===== src/rtl/mem_wb_if.sv =====
// ---------------------------------------------------------------------------
// mem_wb_if
// Bundles the MEM-stage inputs and the writeback/forwarding outputs of the
// MEM/WB pipeline register.
//   slave  : the MEM/WB stage (consumes MEM fields, drives writeback outputs)
//   master : the surrounding pipeline (drives MEM fields, consumes outputs)
// MEM side : w_valid_in, w_reg_wr_in, w_wb_sel_in, w_ld_size_in,
//            w_ld_unsigned_in, w_byte_off_in, w_alu_in, w_mem_in, w_link_in,
//            w_dst_in, w_stall, w_flush
// WB side  : w_rf_wr_en, w_rf_addr, w_rf_data, w_fwd_valid, w_fwd_addr,
//            w_fwd_data, w_misalign, w_retire_cnt
// ---------------------------------------------------------------------------
interface mem_wb_if #(
  parameter int DWIDTH = 32,
  parameter int AWIDTH = 5
);
  logic              w_valid_in;
  logic              w_reg_wr_in;
  logic [1:0]        w_wb_sel_in;
  logic [1:0]        w_ld_size_in;
  logic              w_ld_unsigned_in;
  logic [1:0]        w_byte_off_in;
  logic [DWIDTH-1:0] w_alu_in;
  logic [DWIDTH-1:0] w_mem_in;
  logic [DWIDTH-1:0] w_link_in;
  logic [AWIDTH-1:0] w_dst_in;
  logic              w_stall;
  logic              w_flush;

  logic              w_rf_wr_en;
  logic [AWIDTH-1:0] w_rf_addr;
  logic [DWIDTH-1:0] w_rf_data;
  logic              w_fwd_valid;
  logic [AWIDTH-1:0] w_fwd_addr;
  logic [DWIDTH-1:0] w_fwd_data;
  logic              w_misalign;
  logic [31:0]       w_retire_cnt;

  modport slave (
    input  w_valid_in, w_reg_wr_in, w_wb_sel_in, w_ld_size_in,
           w_ld_unsigned_in, w_byte_off_in, w_alu_in, w_mem_in, w_link_in,
           w_dst_in, w_stall, w_flush,
    output w_rf_wr_en, w_rf_addr, w_rf_data, w_fwd_valid, w_fwd_addr,
           w_fwd_data, w_misalign, w_retire_cnt
  );

  modport master (
    output w_valid_in, w_reg_wr_in, w_wb_sel_in, w_ld_size_in,
           w_ld_unsigned_in, w_byte_off_in, w_alu_in, w_mem_in, w_link_in,
           w_dst_in, w_stall, w_flush,
    input  w_rf_wr_en, w_rf_addr, w_rf_data, w_fwd_valid, w_fwd_addr,
           w_fwd_data, w_misalign, w_retire_cnt
  );
endinterface


===== src/rtl/mem_wb_stage.sv =====
// ---------------------------------------------------------------------------
// mem_wb_stage
// MEM/WB pipeline register and writeback unit. Captures the memory-stage
// result on the rising edge, selects the writeback source (ALU / load / link),
// extracts little-endian sub-word loads with sign or zero extension, flags
// misaligned loads (suppressing their write), and counts retired instructions.
// The registered result drives both the register-file write port and the
// forwarding outputs; all outputs come straight from flops.
// Ports:
//   w_clk  : clock, all state updates on posedge
//   r_rst  : asynchronous active-low reset
//   bus    : mem_wb_if.slave (MEM-stage fields in, writeback/forwarding out)
// ---------------------------------------------------------------------------
module mem_wb_stage #(
  parameter int DWIDTH = 32,
  parameter int AWIDTH = 5
) (
  input  logic    w_clk,
  input  logic    r_rst,
  mem_wb_if.slave bus
);

  localparam logic [1:0] SEL_ALU  = 2'b00;
  localparam logic [1:0] SEL_LOAD = 2'b01;
  localparam logic [1:0] SEL_LINK = 2'b10;

  localparam logic [1:0] SZ_HALF  = 2'b01;
  localparam logic [1:0] SZ_BYTE  = 2'b10;

  // Sub-word extraction; size 11 is treated as a full word.
  function automatic logic [DWIDTH-1:0] load_extract(
    input logic [DWIDTH-1:0] mem,
    input logic [1:0]        size,
    input logic              uns,
    input logic [1:0]        off
  );
    logic signed [7:0]  b_s;
    logic signed [15:0] h_s;
    logic [DWIDTH-1:0]  r;
    b_s = mem[8*off +: 8];
    h_s = off[1] ? mem[31:16] : mem[15:0];
    case (size)
      SZ_BYTE: r = uns ? {{(DWIDTH-8){1'b0}}, b_s} : {{(DWIDTH-8){b_s[7]}}, b_s};
      SZ_HALF: r = uns ? {{(DWIDTH-16){1'b0}}, h_s} : {{(DWIDTH-16){h_s[15]}}, h_s};
      default: r = mem;
    endcase
    return r;
  endfunction

  // Halves need even offsets, words (and reserved size) need offset 0.
  function automatic logic load_misaligned(
    input logic [1:0] size,
    input logic [1:0] off
  );
    logic m;
    case (size)
      SZ_BYTE: m = 1'b0;
      SZ_HALF: m = off[0];
      default: m = (off != 2'b00);
    endcase
    return m;
  endfunction

  logic              rf_wr_en_q, rf_wr_en_d;
  logic [AWIDTH-1:0] rf_addr_q,  rf_addr_d;
  logic [DWIDTH-1:0] rf_data_q,  rf_data_d;
  logic              misalign_q, misalign_d;
  logic [31:0]       retire_cnt_q, retire_cnt_d;
  logic              retire_inc;

  // MEM stage -> next writeback fields
  always_comb begin
    rf_wr_en_d   = 1'b0;
    rf_addr_d    = bus.w_dst_in;
    rf_data_d    = '0;
    misalign_d   = 1'b0;
    retire_inc   = 1'b0;
    retire_cnt_d = retire_cnt_q;

    misalign_d = bus.w_valid_in && (bus.w_wb_sel_in == SEL_LOAD) &&
                 load_misaligned(bus.w_ld_size_in, bus.w_byte_off_in);

    case (bus.w_wb_sel_in)
      SEL_ALU:  rf_data_d = bus.w_alu_in;
      SEL_LOAD: rf_data_d = load_extract(bus.w_mem_in, bus.w_ld_size_in,
                                         bus.w_ld_unsigned_in, bus.w_byte_off_in);
      SEL_LINK: rf_data_d = bus.w_link_in;
      default:  rf_data_d = '0;
    endcase

    rf_wr_en_d = bus.w_valid_in && bus.w_reg_wr_in && (bus.w_wb_sel_in != 2'b11) &&
                 !misalign_d && (bus.w_dst_in != '0);

    // Every real instruction retires unless its load faulted; writes are not required.
    retire_inc   = bus.w_valid_in && !misalign_d;
    retire_cnt_d = retire_cnt_q + (retire_inc ? 32'd1 : 32'd0);
  end

  // MEM/WB register: flush > stall > load
  always_ff @(posedge w_clk or negedge r_rst) begin
    if (!r_rst) begin
      rf_wr_en_q   <= 1'b0;
      rf_addr_q    <= '0;
      rf_data_q    <= '0;
      misalign_q   <= 1'b0;
      retire_cnt_q <= '0;
    end else if (bus.w_flush) begin
      rf_wr_en_q   <= 1'b0;
      rf_addr_q    <= '0;
      rf_data_q    <= '0;
      misalign_q   <= 1'b0;
    end else if (!bus.w_stall) begin
      rf_wr_en_q   <= rf_wr_en_d;
      rf_addr_q    <= rf_addr_d;
      rf_data_q    <= rf_data_d;
      misalign_q   <= misalign_d;
      retire_cnt_q <= retire_cnt_d;
    end
  end

  // WB stage -> register file and forwarding network (same registered values)
  assign bus.w_rf_wr_en   = rf_wr_en_q;
  assign bus.w_rf_addr    = rf_addr_q;
  assign bus.w_rf_data    = rf_data_q;
  assign bus.w_fwd_valid  = rf_wr_en_q;
  assign bus.w_fwd_addr   = rf_addr_q;
  assign bus.w_fwd_data   = rf_data_q;
  assign bus.w_misalign   = misalign_q;
  assign bus.w_retire_cnt = retire_cnt_q;

endmodule


===== src/flat_wrapper.sv =====
// flat-port wrapper written by rule: the top's interface ports become plain ports
module mem_wb_stage_flat 
#(
  parameter int DWIDTH = 32,
  parameter int AWIDTH = 5
)
  (w_clk, r_rst, bus_w_valid_in, bus_w_reg_wr_in, bus_w_wb_sel_in, bus_w_ld_size_in, bus_w_ld_unsigned_in, bus_w_byte_off_in, bus_w_alu_in, bus_w_mem_in, bus_w_link_in, bus_w_dst_in, bus_w_stall, bus_w_flush, bus_w_rf_wr_en, bus_w_rf_addr, bus_w_rf_data, bus_w_fwd_valid, bus_w_fwd_addr, bus_w_fwd_data, bus_w_misalign, bus_w_retire_cnt);
  mem_wb_if #(.DWIDTH(DWIDTH), .AWIDTH(AWIDTH)) bus_i ();
  input  logic w_clk;
  input  logic r_rst;
  input wire logic [$bits(bus_i.w_valid_in)-1:0] bus_w_valid_in;
  input wire logic [$bits(bus_i.w_reg_wr_in)-1:0] bus_w_reg_wr_in;
  input wire logic [$bits(bus_i.w_wb_sel_in)-1:0] bus_w_wb_sel_in;
  input wire logic [$bits(bus_i.w_ld_size_in)-1:0] bus_w_ld_size_in;
  input wire logic [$bits(bus_i.w_ld_unsigned_in)-1:0] bus_w_ld_unsigned_in;
  input wire logic [$bits(bus_i.w_byte_off_in)-1:0] bus_w_byte_off_in;
  input wire logic [$bits(bus_i.w_alu_in)-1:0] bus_w_alu_in;
  input wire logic [$bits(bus_i.w_mem_in)-1:0] bus_w_mem_in;
  input wire logic [$bits(bus_i.w_link_in)-1:0] bus_w_link_in;
  input wire logic [$bits(bus_i.w_dst_in)-1:0] bus_w_dst_in;
  input wire logic [$bits(bus_i.w_stall)-1:0] bus_w_stall;
  input wire logic [$bits(bus_i.w_flush)-1:0] bus_w_flush;
  output wire logic [$bits(bus_i.w_rf_wr_en)-1:0] bus_w_rf_wr_en;
  output wire logic [$bits(bus_i.w_rf_addr)-1:0] bus_w_rf_addr;
  output wire logic [$bits(bus_i.w_rf_data)-1:0] bus_w_rf_data;
  output wire logic [$bits(bus_i.w_fwd_valid)-1:0] bus_w_fwd_valid;
  output wire logic [$bits(bus_i.w_fwd_addr)-1:0] bus_w_fwd_addr;
  output wire logic [$bits(bus_i.w_fwd_data)-1:0] bus_w_fwd_data;
  output wire logic [$bits(bus_i.w_misalign)-1:0] bus_w_misalign;
  output wire logic [$bits(bus_i.w_retire_cnt)-1:0] bus_w_retire_cnt;
  assign bus_i.w_valid_in = bus_w_valid_in;
  assign bus_i.w_reg_wr_in = bus_w_reg_wr_in;
  assign bus_i.w_wb_sel_in = bus_w_wb_sel_in;
  assign bus_i.w_ld_size_in = bus_w_ld_size_in;
  assign bus_i.w_ld_unsigned_in = bus_w_ld_unsigned_in;
  assign bus_i.w_byte_off_in = bus_w_byte_off_in;
  assign bus_i.w_alu_in = bus_w_alu_in;
  assign bus_i.w_mem_in = bus_w_mem_in;
  assign bus_i.w_link_in = bus_w_link_in;
  assign bus_i.w_dst_in = bus_w_dst_in;
  assign bus_i.w_stall = bus_w_stall;
  assign bus_i.w_flush = bus_w_flush;
  assign bus_w_rf_wr_en = bus_i.w_rf_wr_en;
  assign bus_w_rf_addr = bus_i.w_rf_addr;
  assign bus_w_rf_data = bus_i.w_rf_data;
  assign bus_w_fwd_valid = bus_i.w_fwd_valid;
  assign bus_w_fwd_addr = bus_i.w_fwd_addr;
  assign bus_w_fwd_data = bus_i.w_fwd_data;
  assign bus_w_misalign = bus_i.w_misalign;
  assign bus_w_retire_cnt = bus_i.w_retire_cnt;
  mem_wb_stage #(.DWIDTH(DWIDTH), .AWIDTH(AWIDTH)) u_core (.w_clk(w_clk), .r_rst(r_rst), .bus(bus_i));
endmodule

===== config.mk =====
export PLATFORM = sky130hd
export DESIGN_NAME = mem_wb_stage_flat
export DESIGN_NICKNAME = d
export VERILOG_FILES = /design/src/rtl/mem_wb_if.sv /design/src/rtl/mem_wb_stage.sv /design/src/flat_wrapper.sv
export SDC_FILE = /design/constraint.sdc
export NUM_CORES = 1
export LEC_CHECK = 0
export BUFFER_PORTS_ARGS = -buffer_cell sky130_fd_sc_hd__buf_2
export CAP_MARGIN = 15
export CORE_MARGIN = 10
export CORE_UTILIZATION = 42
export CTS_CLUSTER_DIAMETER = 40
export CTS_CLUSTER_SIZE = 8
export DETAILED_ROUTE_END_ITERATION = 10
export PLACE_DENSITY = 0.77
export SETUP_SLACK_MARGIN = 0.15
export SLEW_MARGIN = 15
export SYNTH_ARGS = -nofsm -noshare
export SYNTH_HDL_FRONTEND = slang
export SYNTH_SLANG_ARGS = --single-unit

===== constraint.sdc =====
create_clock -name w_clk -period 1.7 [get_ports w_clk]
set_input_delay 0.34 -clock w_clk [delete_from_list [all_inputs] [get_ports w_clk]]
set_output_delay 0.34 -clock w_clk [all_outputs]
set_load 0.05 [all_outputs]

* Word level (Yosys, flattened, before mapping)
Cells that the tools add are included.
Storage, ports and cells: flip-flop bits (word level) 71, bits in latches 0, bits in writable memories 0, ROM bits 0, word-level logic and storage cells 42, memories kept 0
Cells by class: add/sub/neg operators 1, $mul 0, div/mod/pow operators 0, order comparisons 0, eq/ne operators 6, shift operators 1, multiplexer cells 15, bitwise operators 2, reduce and logical (&&, ||, !) cells 12
Operator list (number):
- $mux 32 | 4
- $pmux 32 s3 | 1
- $pmux 32 s2 | 1
- $add 32x32->32 | 1
- $shiftx 32x6->8 | 1
- $mux 16 | 1
- $mux 5 | 2
- $logic_and 1x1->1 | 7
- $mux 1 | 5
- $reduce_bool 5->1 | 1
- $eq 2x1->1 const B | 2
- $eq 2x2->1 const B | 2
- $logic_not 2->1 | 1
- $ne 2x1->1 const B | 1
- $ne 2x2->1 const B | 1
- $not 1->1 | 2
- $pmux 1 s2 | 1
- $reduce_and 2->1 | 1
- $reduce_bool 2->1 | 1
- $logic_not 1->1 | 1

* Longest topological paths before layout
Gate-level depths: netlist (run 1).
depth in word-level cells 8, gate-level depth with buffers 13, gate-level depth less buffers 11

* Least setup slack after synthesis (run 1)
OpenSTA, ideal clock, no wires.
kind input to register, start point in bus_w_ld_size_in[0], end point reg u_core.retire_cnt_q[29] (netlist: u_core.bus.w_retire_cnt[29]), setup time 141 ps, arrival time 2318 ps, data required time 1559 ps, path slack -759 ps, stages 13, buffers on the path 2, cell sequence inv_1 ha_1 buf_2 o21ai_0 a21oi_1 nor2b_1 ha_1 and3_2 and4_1 clkbuf_2 and4b_2 nand4_1 xnor2_1
On the way: cells in the longest elaborated chain, start to end 7
RTL lines:
- start: declaration | RTL line flat_wrapper.sv:14 | input wire logic [$bits(bus_i.w_ld_size_in)-1:0] bus_w_ld_size_in;
- $eq 2x1->1 / $eq 2x2->1 (equally long branches) | RTL line mem_wb_stage.sv:56 | case (size)
- $pmux 1 s2 (*) | RTL line mem_wb_stage.sv:56
- $logic_and 1x1->1 (*) | RTL line mem_wb_stage.sv:80 | misalign_d = bus.w_valid_in && (bus.w_wb_sel_in == SEL_LOAD) &&
- $logic_not 1->1 (*) | RTL line mem_wb_stage.sv:95 | retire_inc = bus.w_valid_in && !misalign_d;
- $logic_and 1x1->1 (*) | RTL line mem_wb_stage.sv:95
- $mux 1 (*) | RTL line mem_wb_stage.sv:96 | retire_cnt_d = retire_cnt_q + (retire_inc ? 32'd1 : 32'd0);
- $add 32x32->32 (*) | RTL line mem_wb_stage.sv:96
- end signal: assignment | RTL line mem_wb_stage.sv:117 | retire_cnt_q <= retire_cnt_d;
- end: declaration | RTL line mem_wb_stage.sv:68 | logic [31:0] retire_cnt_q, retire_cnt_d;
Mark *: on every way between the ends. The rest lies on a longest branch, timed or not. A chain may end at the register's enable or synchronous reset.

* Final worst setup path (run 1)
Ends and elaborated chain as after synthesis.

==> metrics.log, run 1 <==
INFO  metric synthFlopType = sky130_fd_sc_hd__dfrtp_1
INFO  metric post_layout_nonfiller_instances = roughly 840
INFO  metric ys_types = 50
INFO  metric outcome = finished with violations
INFO  metric layout_min_cycle_time = 1888 ps
INFO  metric die_area = roughly 15000 um^2
INFO  metric timing.max_slew.rel_slack = 0.6200
INFO  metric rsz0062_at_grt = true
INFO  metric synth-xor-area-share = 0.05901
INFO  metric min_to = u_core.bus.w_fwd_data[16]$_DFFE_PN0P_
INFO  metric timing.critical_path.depth = 12
INFO  metric netSwitchingPower = around 1.9 mW
INFO  metric synthesis.nets = about 590
INFO  metric grt_start_max_net_pins = 35
INFO  metric r2r-end = u_core.bus.w_retire_cnt[28]$_DFFE_PN0P_
INFO  metric postSynthRegisterBits = 71
INFO  metric synth_warnings = 0
INFO  metric slew_violations = 0
INFO  metric half_perimeter_wire_length_of_the_detailed_placement_result = 13190 um
INFO  metric placementRows = 37
INFO  metric clk_latency = 350 ps
INFO  metric dominant_combinational_cell_family_by_area_after_synthesis = simple AND/OR/NAND/NOR gates
INFO  metric tritoncts_clock_tree = done
INFO  metric drt_wl_total = about 17000 um
INFO  metric tns = -2122 ps
INFO  metric skew = between 5 and 6 ps
INFO  metric start_util = 0.4313
INFO  metric worst_path_largest_cell_delay = around 260 ps
INFO  metric synth-edff-count = 0
INFO  metric cts.sink_count = roughly 70
INFO  metric layout_area_growth_over_synthesis = 45.63%
INFO  metric hold_start = bus_w_mem_in[16]
INFO  metric critical-path-top-delay-family = simple AND/OR/NAND/NOR gates
INFO  metric synth_seq_area_share = 0.3990
INFO  metric worst_hold_stages = 3
INFO  metric post_synthesis_compound_gate_area_fraction = 0.1599
INFO  metric crit_path_start = bus_w_ld_size_in[0]
INFO  metric r2r.worst_path.cells = 5
INFO  metric cts_inserted_buffers = 9
INFO  metric drive_above_1_share = 0.5378
INFO  metric die-height = between 100 and 150 um
INFO  metric final_nets = between 800 and 900
INFO  metric crit_fanout = 4
INFO  metric ant_nets = 0
INFO  metric mux_cell_area_share_after_synthesis = 0.09497
INFO  metric synth_most_common_cell = sky130_fd_sc_hd__dfrtp_1
INFO  metric cp_cell_sequence = buf_12 -> inv_8 -> ha_4 -> o21ai_4 -> a21oi_4 -> nor2b_4 -> ha_2 -> and3_4 -> and4_4 -> and4b_2 -> nand4_1 -> xnor2_1
INFO  metric post_synthesis_cell_type_with_the_largest_combined_area = sky130_fd_sc_hd__dfrtp_1
INFO  metric cts_buffer_depth = 2
INFO  metric reg2reg_setup_slack = -60 ps
INFO  metric portBuffers = 222
INFO  metric slowest_stage = sky130_fd_sc_hd__and4b_2
INFO  metric drt-vias-per-instance = roughly 5.4
INFO  metric sequentialPowerShare = 0.385
INFO  metric antenna_violations_before_repair = 2
INFO  metric multi_input_gate_area = approximately 2500 um^2
INFO  metric globalRouteOverflowTotal = 0
INFO  metric hold_class = primary input to flip-flop
INFO  metric post_synth_fa_ha_maj_area_fraction = 0.01686
INFO  metric first_pass_iters = 4
INFO  metric timing.critical_path.buf_inv = 2
INFO  metric cellLeakagePower = ~3.4 nW
INFO  metric worst_ep_required_time = between 1500 and 2000 ps
INFO  metric pwr_density_cell = ~770 nW/um^2
INFO  metric setup.worst_path.class = primary input to flip-flop
INFO  metric worst_slew_pin_slew = roughly 570 ps
INFO  metric clk_pin_slew = ~80 ps
INFO  metric post-place-cells = 805
INFO  metric placement.cell_area = slightly below 6000 um^2
INFO  metric timing.final.setup_violations = 22
INFO  metric detail_route.iter0.violations = 305
INFO  metric post-route-cell-area = ~6500 um^2
INFO  metric async_flop_share = 1.000
INFO  metric final_estimated_routing_congestion_in_global_placement = 0.9217
INFO  metric drc = 0
INFO  metric design.portCount = between 200 and 250
INFO  metric endpoint_kind = flip-flop
INFO  metric vias = between 4000 and 5000
INFO  metric max_freq = around 0.53 GHz
INFO  metric clock_tree.root_cell = sky130_fd_sc_hd__clkbuf_8
INFO  metric syn-instance-count = ~470
INFO  metric cts-htree-levels = 3
INFO  metric p_clk_frac = 0.273
INFO  metric core = between 10000 and 15000 um^2
INFO  metric fin_worst_hold_slack = around 230 ps
INFO  metric synth-simple-area-share = 0.1602
INFO  metric post_synth_main_area_contributors = sky130_fd_sc_hd__dfrtp_1 (40%), sky130_fd_sc_hd__mux2i_1 (7.0%), sky130_fd_sc_hd__buf_4 (6.4%), sky130_fd_sc_hd__xnor2_1 (5.1%), sky130_fd_sc_hd__nand2_1 (4.9%)
INFO  metric post_synth.cell_area_avg = 9.576 um^2
INFO  metric combPwrFrac = 0.342
INFO  metric wl_per_cell = between 15 and 20 um
INFO  metric first_global_vias = 4700
INFO  metric post_synth_design_cell_area = 4453 um^2
INFO  metric first_pass_grt_wire_length = 24620 um
INFO  metric dp_worst_setup_slack = -874.4 ps
INFO  metric failed_checks = setup timing
INFO  metric die_width = ~120 um
INFO  metric timing.rr.start = u_core.bus.w_retire_cnt[22]$_DFFE_PN0P_
INFO  metric synth_largest_type_area_fraction = 0.3990
INFO  metric power_switching_share = 0.3787
INFO  metric internal-power = 3.083 mW
INFO  metric timing.final.ws_setup = -187.7 ps
INFO  metric final.period_utilization = 1.110
INFO  metric worst_setup_path_start_kind = primary input
INFO  metric hold_viol_final = 0
INFO  metric grt.total_usage = 0.2079
INFO  metric drv.max_cap_violation_count = 0
INFO  metric regArea = around 1800 um^2
INFO  metric vdd_drop_max = about 0.5 mV
INFO  metric fillers = ~870
INFO  metric synth_top_cells_by_count = sky130_fd_sc_hd__dfrtp_1 (71), sky130_fd_sc_hd__nand2_1 (58), sky130_fd_sc_hd__buf_4 (38), sky130_fd_sc_hd__mux2i_1 (31)
INFO  metric worst_ep_arrival_time = between 2000 and 2500 ps
worst reg2reg max path, cell delays in order, from the launching register on:
cell,delay (ps)
sky130_fd_sc_hd__dfrtp_1,350
sky130_fd_sc_hd__nand3_1,120
sky130_fd_sc_hd__or4_4,590
sky130_fd_sc_hd__nor4_4,300
sky130_fd_sc_hd__nand3_1,130
sky130_fd_sc_hd__xnor2_1,140
worst max path at each step:
stage | slack (ps) | end
after global placement | -710 | u_core.bus.w_retire_cnt[16]$_DFFE_PN0P_
after detailed placement | -870 | u_core.bus.w_retire_cnt[16]$_DFFE_PN0P_
final | -190 | u_core.bus.w_retire_cnt[29]$_DFFE_PN0P_
after floorplan | -650 | u_core.bus.w_retire_cnt[29]$_DFFE_PN0P_
after global routing | -260 | u_core.bus.w_retire_cnt[29]$_DFFE_PN0P_
after CTS | -160 | u_core.bus.w_retire_cnt[29]$_DFFE_PN0P_
routing by layer:
layer | vias up | track usage | share of wire
li1 | 2085 | - | -
met1 | 2159 | 0.2344 | 0.38
met2 | 222 | 0.3568 | 0.50
met3 | 25 | 0.06974 | 0.096
met4 | 2 | 0.08151 | 0.020
met5 | - | 0 | 0.00079
per-stage QoR:
stage	total power, mW	util
floorplan	2.980	-
global placement	3.444	0.5596
detailed placement	3.476	0.5596
CTS	4.871	0.5944
global route	5.176	0.6282
finish	4.962	0.6282
cells in the final DEF, fill, tap and decap left out, types with 10 or more instances in the layout:
master / n
sky130_fd_sc_hd__nand2_1: 54
sky130_fd_sc_hd__nor2_1: 22
sky130_fd_sc_hd__inv_1: 12
sky130_fd_sc_hd__mux2i_1: 31
sky130_fd_sc_hd__o211ai_1: 16
sky130_fd_sc_hd__xnor2_1: 23
sky130_fd_sc_hd__buf_2: 219
sky130_fd_sc_hd__o21ai_2: 10
sky130_fd_sc_hd__buf_4: 53
sky130_fd_sc_hd__mux2_2: 10
sky130_fd_sc_hd__dfrtp_1: 70
sky130_fd_sc_hd__clkbuf_8: 10
state kept, by name, summed over array words and instances, names as in the netlist:
signal / cells
u_core.bus.w_fwd_addr: 5
u_core.bus.w_fwd_data: 32
u_core.bus.w_fwd_valid: 1
u_core.bus.w_misalign: 1
u_core.bus.w_retire_cnt: 32
layout make-up:
cell class / instances / share of cell area
clock buffer: 13 / 0.02296
antenna: 1 / 0.0003859
clock inverter: 3 / 0.006560
multi-input combinational: 313 / 0.3893
tap: 136 / 0.02624
timing repair buffer: 286 / 0.2701
inverter: 15 / 0.01023
sequential: 71 / 0.2742
kinds of logic (layout without fill, tap and decap cells):
logic type	count (synthesis)	in the layout
AO/OA/AOI/OAI	97	97
buffers and inverters	81	317
adder cells (fa/ha/maj)	6	6
flip-flops	71	71
multiplexers	41	41
XOR/XNOR	30	30
AND/OR/NAND/NOR	139	139
other	0	1
repair_timing:
item / 4_1_cts / 5_1_grt
setup buffers: 4 / 9
endpoints found under the hold margin: 32 / 0
pin swaps: 12 / 32
cloned: 0 / 2
setup endpoints to repair: 56 / 61
hold buffers: 1 / 0
resized for setup: 28 / 65
power groups by stage:
stage	sequential [mW]	combinational [mW]	clock, mW
2_1_floorplan	2.29	0.692	0
3_3_place_gp	1.91	1.53	0
3_5_place_dp	1.92	1.55	0
4_1_cts	1.90	1.60	1.38
5_1_grt	1.93	1.80	1.45
6_report	1.91	1.70	1.35
Power figures use the tool's default switching activity.
==> run 2: changes to the inputs <==
--- a/config.mk
+++ b/config.mk
@@ -7,12 +7,14 @@
 export LEC_CHECK = 0
 export BUFFER_PORTS_ARGS = -buffer_cell sky130_fd_sc_hd__buf_2
 export CAP_MARGIN = 15
+export CELL_PAD_IN_SITES_DETAIL_PLACEMENT = 1
+export CELL_PAD_IN_SITES_GLOBAL_PLACEMENT = 1
 export CORE_MARGIN = 10
-export CORE_UTILIZATION = 42
+export CORE_UTILIZATION = 30
 export CTS_CLUSTER_DIAMETER = 40
 export CTS_CLUSTER_SIZE = 8
 export DETAILED_ROUTE_END_ITERATION = 10
-export PLACE_DENSITY = 0.77
+export PLACE_DENSITY_LB_ADDON = 0.1
 export SETUP_SLACK_MARGIN = 0.15
 export SLEW_MARGIN = 15
 export SYNTH_ARGS = -nofsm -noshare
==> run 2 against run 1 <==
Against the previous run:
- core utilization down 16 points
- cell area up 4.1%
- largest cell class unchanged
- clock power up 31%
- worst hold slack better by 16 ps
- the run still ends with setup timing left
- sequential cell count unchanged
- maximum frequency up 1.2%
==> metrics.log, run 2 (synthesis results as in run 1) <==
INFO  metric layout.cells.most_common_list = sky130_fd_sc_hd__buf_2 (214), sky130_fd_sc_hd__dfrtp_1 (69), sky130_fd_sc_hd__buf_4 (64)
INFO  metric min_to = u_core.bus.w_fwd_valid$_DFFE_PN0P_
INFO  metric post_layout_nonfiller_instances = 896 (+6.9%)
INFO  metric globalRouteOverflowTotal = 0 (unchanged)
INFO  metric worst_slew_pin_slew = 643.9 ps (+76.98 ps)
INFO  metric slowest_stage = sky130_fd_sc_hd__and4b_2
INFO  metric worst_path_largest_cell_delay = 290 ps (+30 ps)
INFO  metric clock_tree.root_cell = sky130_fd_sc_hd__clkbuf_16
INFO  metric worst_setup_path_start_kind = primary input
INFO  metric ant_nets = 0 (unchanged)
INFO  metric fillers = 1728 (+99%)
INFO  metric antenna_cells = 0 (-1)
INFO  metric layout_commonest_cell = sky130_fd_sc_hd__buf_2
INFO  metric endpoint_kind = flip-flop
INFO  metric worst_ep_arrival_time = 2100 ps (-20 ps)
INFO  metric detail_route.iter0.violations = 172 (-44%)
INFO  metric final_nets = 827 (+1.3%)
INFO  metric setup.worst_path.class = primary input to flip-flop
INFO  metric cts_inserted_buffers = 9 (unchanged)
INFO  metric core = 14530 um^2 (+41%)
INFO  metric clk_pin_slew = 60 ps (-20 ps)
INFO  metric crit_fanout = 4 (unchanged)
INFO  metric r2r.worst_path.cells = 5 (unchanged)
INFO  metric cts_buffer_depth = 2 (unchanged)
INFO  metric vias = 4470 (-0.51%)
INFO  metric drive_above_1_share = 0.5435 (+0.005736)
INFO  metric layout_area_growth_over_synthesis = 51.64%
INFO  metric post-place-cells = 860 (+6.8%)
INFO  metric cts-htree-levels = 3 (unchanged)
INFO  metric r2r-end = u_core.bus.w_retire_cnt[28]$_DFFE_PN0P_
INFO  metric die_area = 20120 um^2 (+33%)
INFO  metric hold_start = bus_w_reg_wr_in
INFO  metric max_freq = 0.5359 GHz (+1.2%)
INFO  metric layout_min_cycle_time = 1866 ps (-21.56 ps)
INFO  metric hold_class = primary input to flip-flop
INFO  metric rsz0062_at_grt = true
INFO  metric grt.total_usage = 0.1709 (-0.03699)
INFO  metric die-height = 141.8 um (+15%)
INFO  metric drt-vias-per-instance = 4.989 (-7.0%)
INFO  metric hold_viol_final = 0 (unchanged)
INFO  metric first_pass_iters = 4 (unchanged)
INFO  metric wl_per_cell = 19.93 um (+1.1%)
INFO  metric reg2reg_setup_slack = -70 ps (about the same)
INFO  metric pwr_density_cell = 796.7 nW/um^2 (+4.1%)
INFO  metric worst_hold_stages = 3 (unchanged)
INFO  metric cellLeakagePower = 3.571 nW (+5.1%)
INFO  metric drv.max_cap_violation_count = 0 (unchanged)
INFO  metric timing.final.setup_violations = 25 (+14%)
INFO  metric clk_latency = 340 ps (about the same)
INFO  metric drc = 0 (unchanged)
INFO  metric placementRows = 44 (+19%)
INFO  metric skew = 2.288 ps (-3.592 ps)
INFO  metric first_global_vias = 4954 (+5.4%)
INFO  metric final.period_utilization = 1.098 (-0.01268)
INFO  metric worst_ep_required_time = 1930 ps (about the same)
INFO  metric first_pass_grt_wire_length = 27140 um (+10%)
INFO  metric die_width = 141.8 um (+15%)
INFO  metric critical-path-top-delay-family = simple AND/OR/NAND/NOR gates
INFO  metric tns = -2158 ps (-35.63 ps)
INFO  metric half_perimeter_wire_length_of_the_detailed_placement_result = 14110 um (+7.0%)
INFO  metric timing.critical_path.buf_inv = 1 (-1)
INFO  metric start_util = 0.3064 (-0.1250)
INFO  metric timing.final.ws_setup = -166.1 ps (+21.56 ps)
INFO  metric antenna_violations_before_repair = 0 (-2)
INFO  metric portBuffers = 222 (unchanged)
INFO  metric vdd_drop_max = 0.4494 mV (-10%)
INFO  metric timing.rr.start = u_core.bus.w_retire_cnt[14]$_DFFE_PN0P_
INFO  metric slew_violations = 0 (unchanged)
INFO  metric grt_start_max_net_pins = 44 (+26%)
INFO  metric outcome = finished with violations
INFO  metric failed_checks = setup timing
INFO  metric design.portCount = 223 (unchanged)
INFO  metric cts.sink_count = 71 (unchanged)
INFO  metric tritoncts_clock_tree = done
INFO  metric drt_wl_total = 17860 um (+8.1%)
INFO  metric cp_cell_sequence = buf_6 -> ha_4 -> o21ai_4 -> a21oi_4 -> nor2b_4 -> ha_2 -> and3_4 -> and4_1 -> and4b_2 -> nand4_1 -> xnor2_1
INFO  metric timing.max_slew.rel_slack = 0.5684 (-0.05160)
INFO  metric final_estimated_routing_congestion_in_global_placement = 0.8753 (-5.0%)
## run 2: area by class of cell
class                           instances  area [um^2]  share of cell area
Multi-Input combinational cell        313         2549              0.3774
Timing Repair Buffer                  297         1857              0.2750
Sequential cell                        71         1779              0.2635
Clock buffer                           13        250.2             0.03706
Tap cell                              184        230.2             0.03409
Inverter                               15        68.82             0.01019
Clock inverter                          3        18.77            0.002779
## run 2: how the worst max path moves through the flow
| stage | start | to | slack (ps) | depth (start not counted) |
|---|---|---|---|---|
| 2_1_floorplan | bus_w_ld_size_in[1] | u_core.bus.w_retire_cnt[29]$_DFFE_PN0P_ | -650 | 12 |
| 3_3_place_gp | bus_w_ld_size_in[0] | u_core.bus.w_retire_cnt[16]$_DFFE_PN0P_ | -780 | 12 |
| 3_5_place_dp | bus_w_ld_size_in[0] | u_core.bus.w_retire_cnt[16]$_DFFE_PN0P_ | -890 | 12 |
| 4_1_cts | bus_w_ld_size_in[0] | u_core.bus.w_retire_cnt[29]$_DFFE_PN0P_ | -190 | 12 |
| 5_1_grt | bus_w_ld_size_in[0] | u_core.bus.w_retire_cnt[16]$_DFFE_PN0P_ | -250 | 13 |
| 6_report | bus_w_ld_size_in[1] | u_core.bus.w_retire_cnt[29]$_DFFE_PN0P_ | -170 | 11 |
## run 2: routing by layer
layer	global-route usage	wire, um	vias to the layer above
met5	0	0	-
met4	0.05487	279	0
met3	0.04473	987	20
met2	0.3038	9433	140
met1	0.1940	7160	2199
li1	-	-	2111
## run 2: through the flow
| stage | power [mW] | util | setup slack [ps] | hold WS, ps | cell area, um^2 |
|---|---|---|---|---|---|
| final | 5.380 | 0.4646 | -166.1 | 244.4 | 6753 |
| after global routing | 5.615 | 0.4646 | -245.2 | 253.7 | 6753 |
| after CTS | 5.404 | 0.4447 | -186.3 | 239.2 | 6464 |
| after detailed placement | 3.495 | 0.4038 | -890.7 | 299.8 | 5869 |
| after global placement | 3.473 | 0.4038 | -775.9 | 298.7 | 5869 |
| after floorplan | 2.980 | - | -646.8 | 44.41 | 4528 |
## run 2: report_power, final
group | switching, mW | leakage, nW | internal (mW) | total [mW]
clock | 0.744 | 0.134 | 1.03 | 1.77
combinational | 1.12 | 2.47 | 0.579 | 1.70
sequential | 0.114 | 0.965 | 1.80 | 1.91
## run 2: what timing repair did
action                                  4_1_cts  5_1_grt
pin swaps                                    28       15
cloned                                        1        0
endpoints found under the setup margin       56       59
buffers inserted                              7       11
hold endpoints to repair                     28        0
gates resized for setup                      45       48
hold buffers                                  1        0
## run 2: worst reg2reg max path, stage by stage (launching register included)
cell and delay [ps]:
sky130_fd_sc_hd__dfrtp_1 380, sky130_fd_sc_hd__nand2_1 80, sky130_fd_sc_hd__or4_4 580, sky130_fd_sc_hd__nor4_4 330
sky130_fd_sc_hd__nand3_1 150, sky130_fd_sc_hd__xnor2_1 150
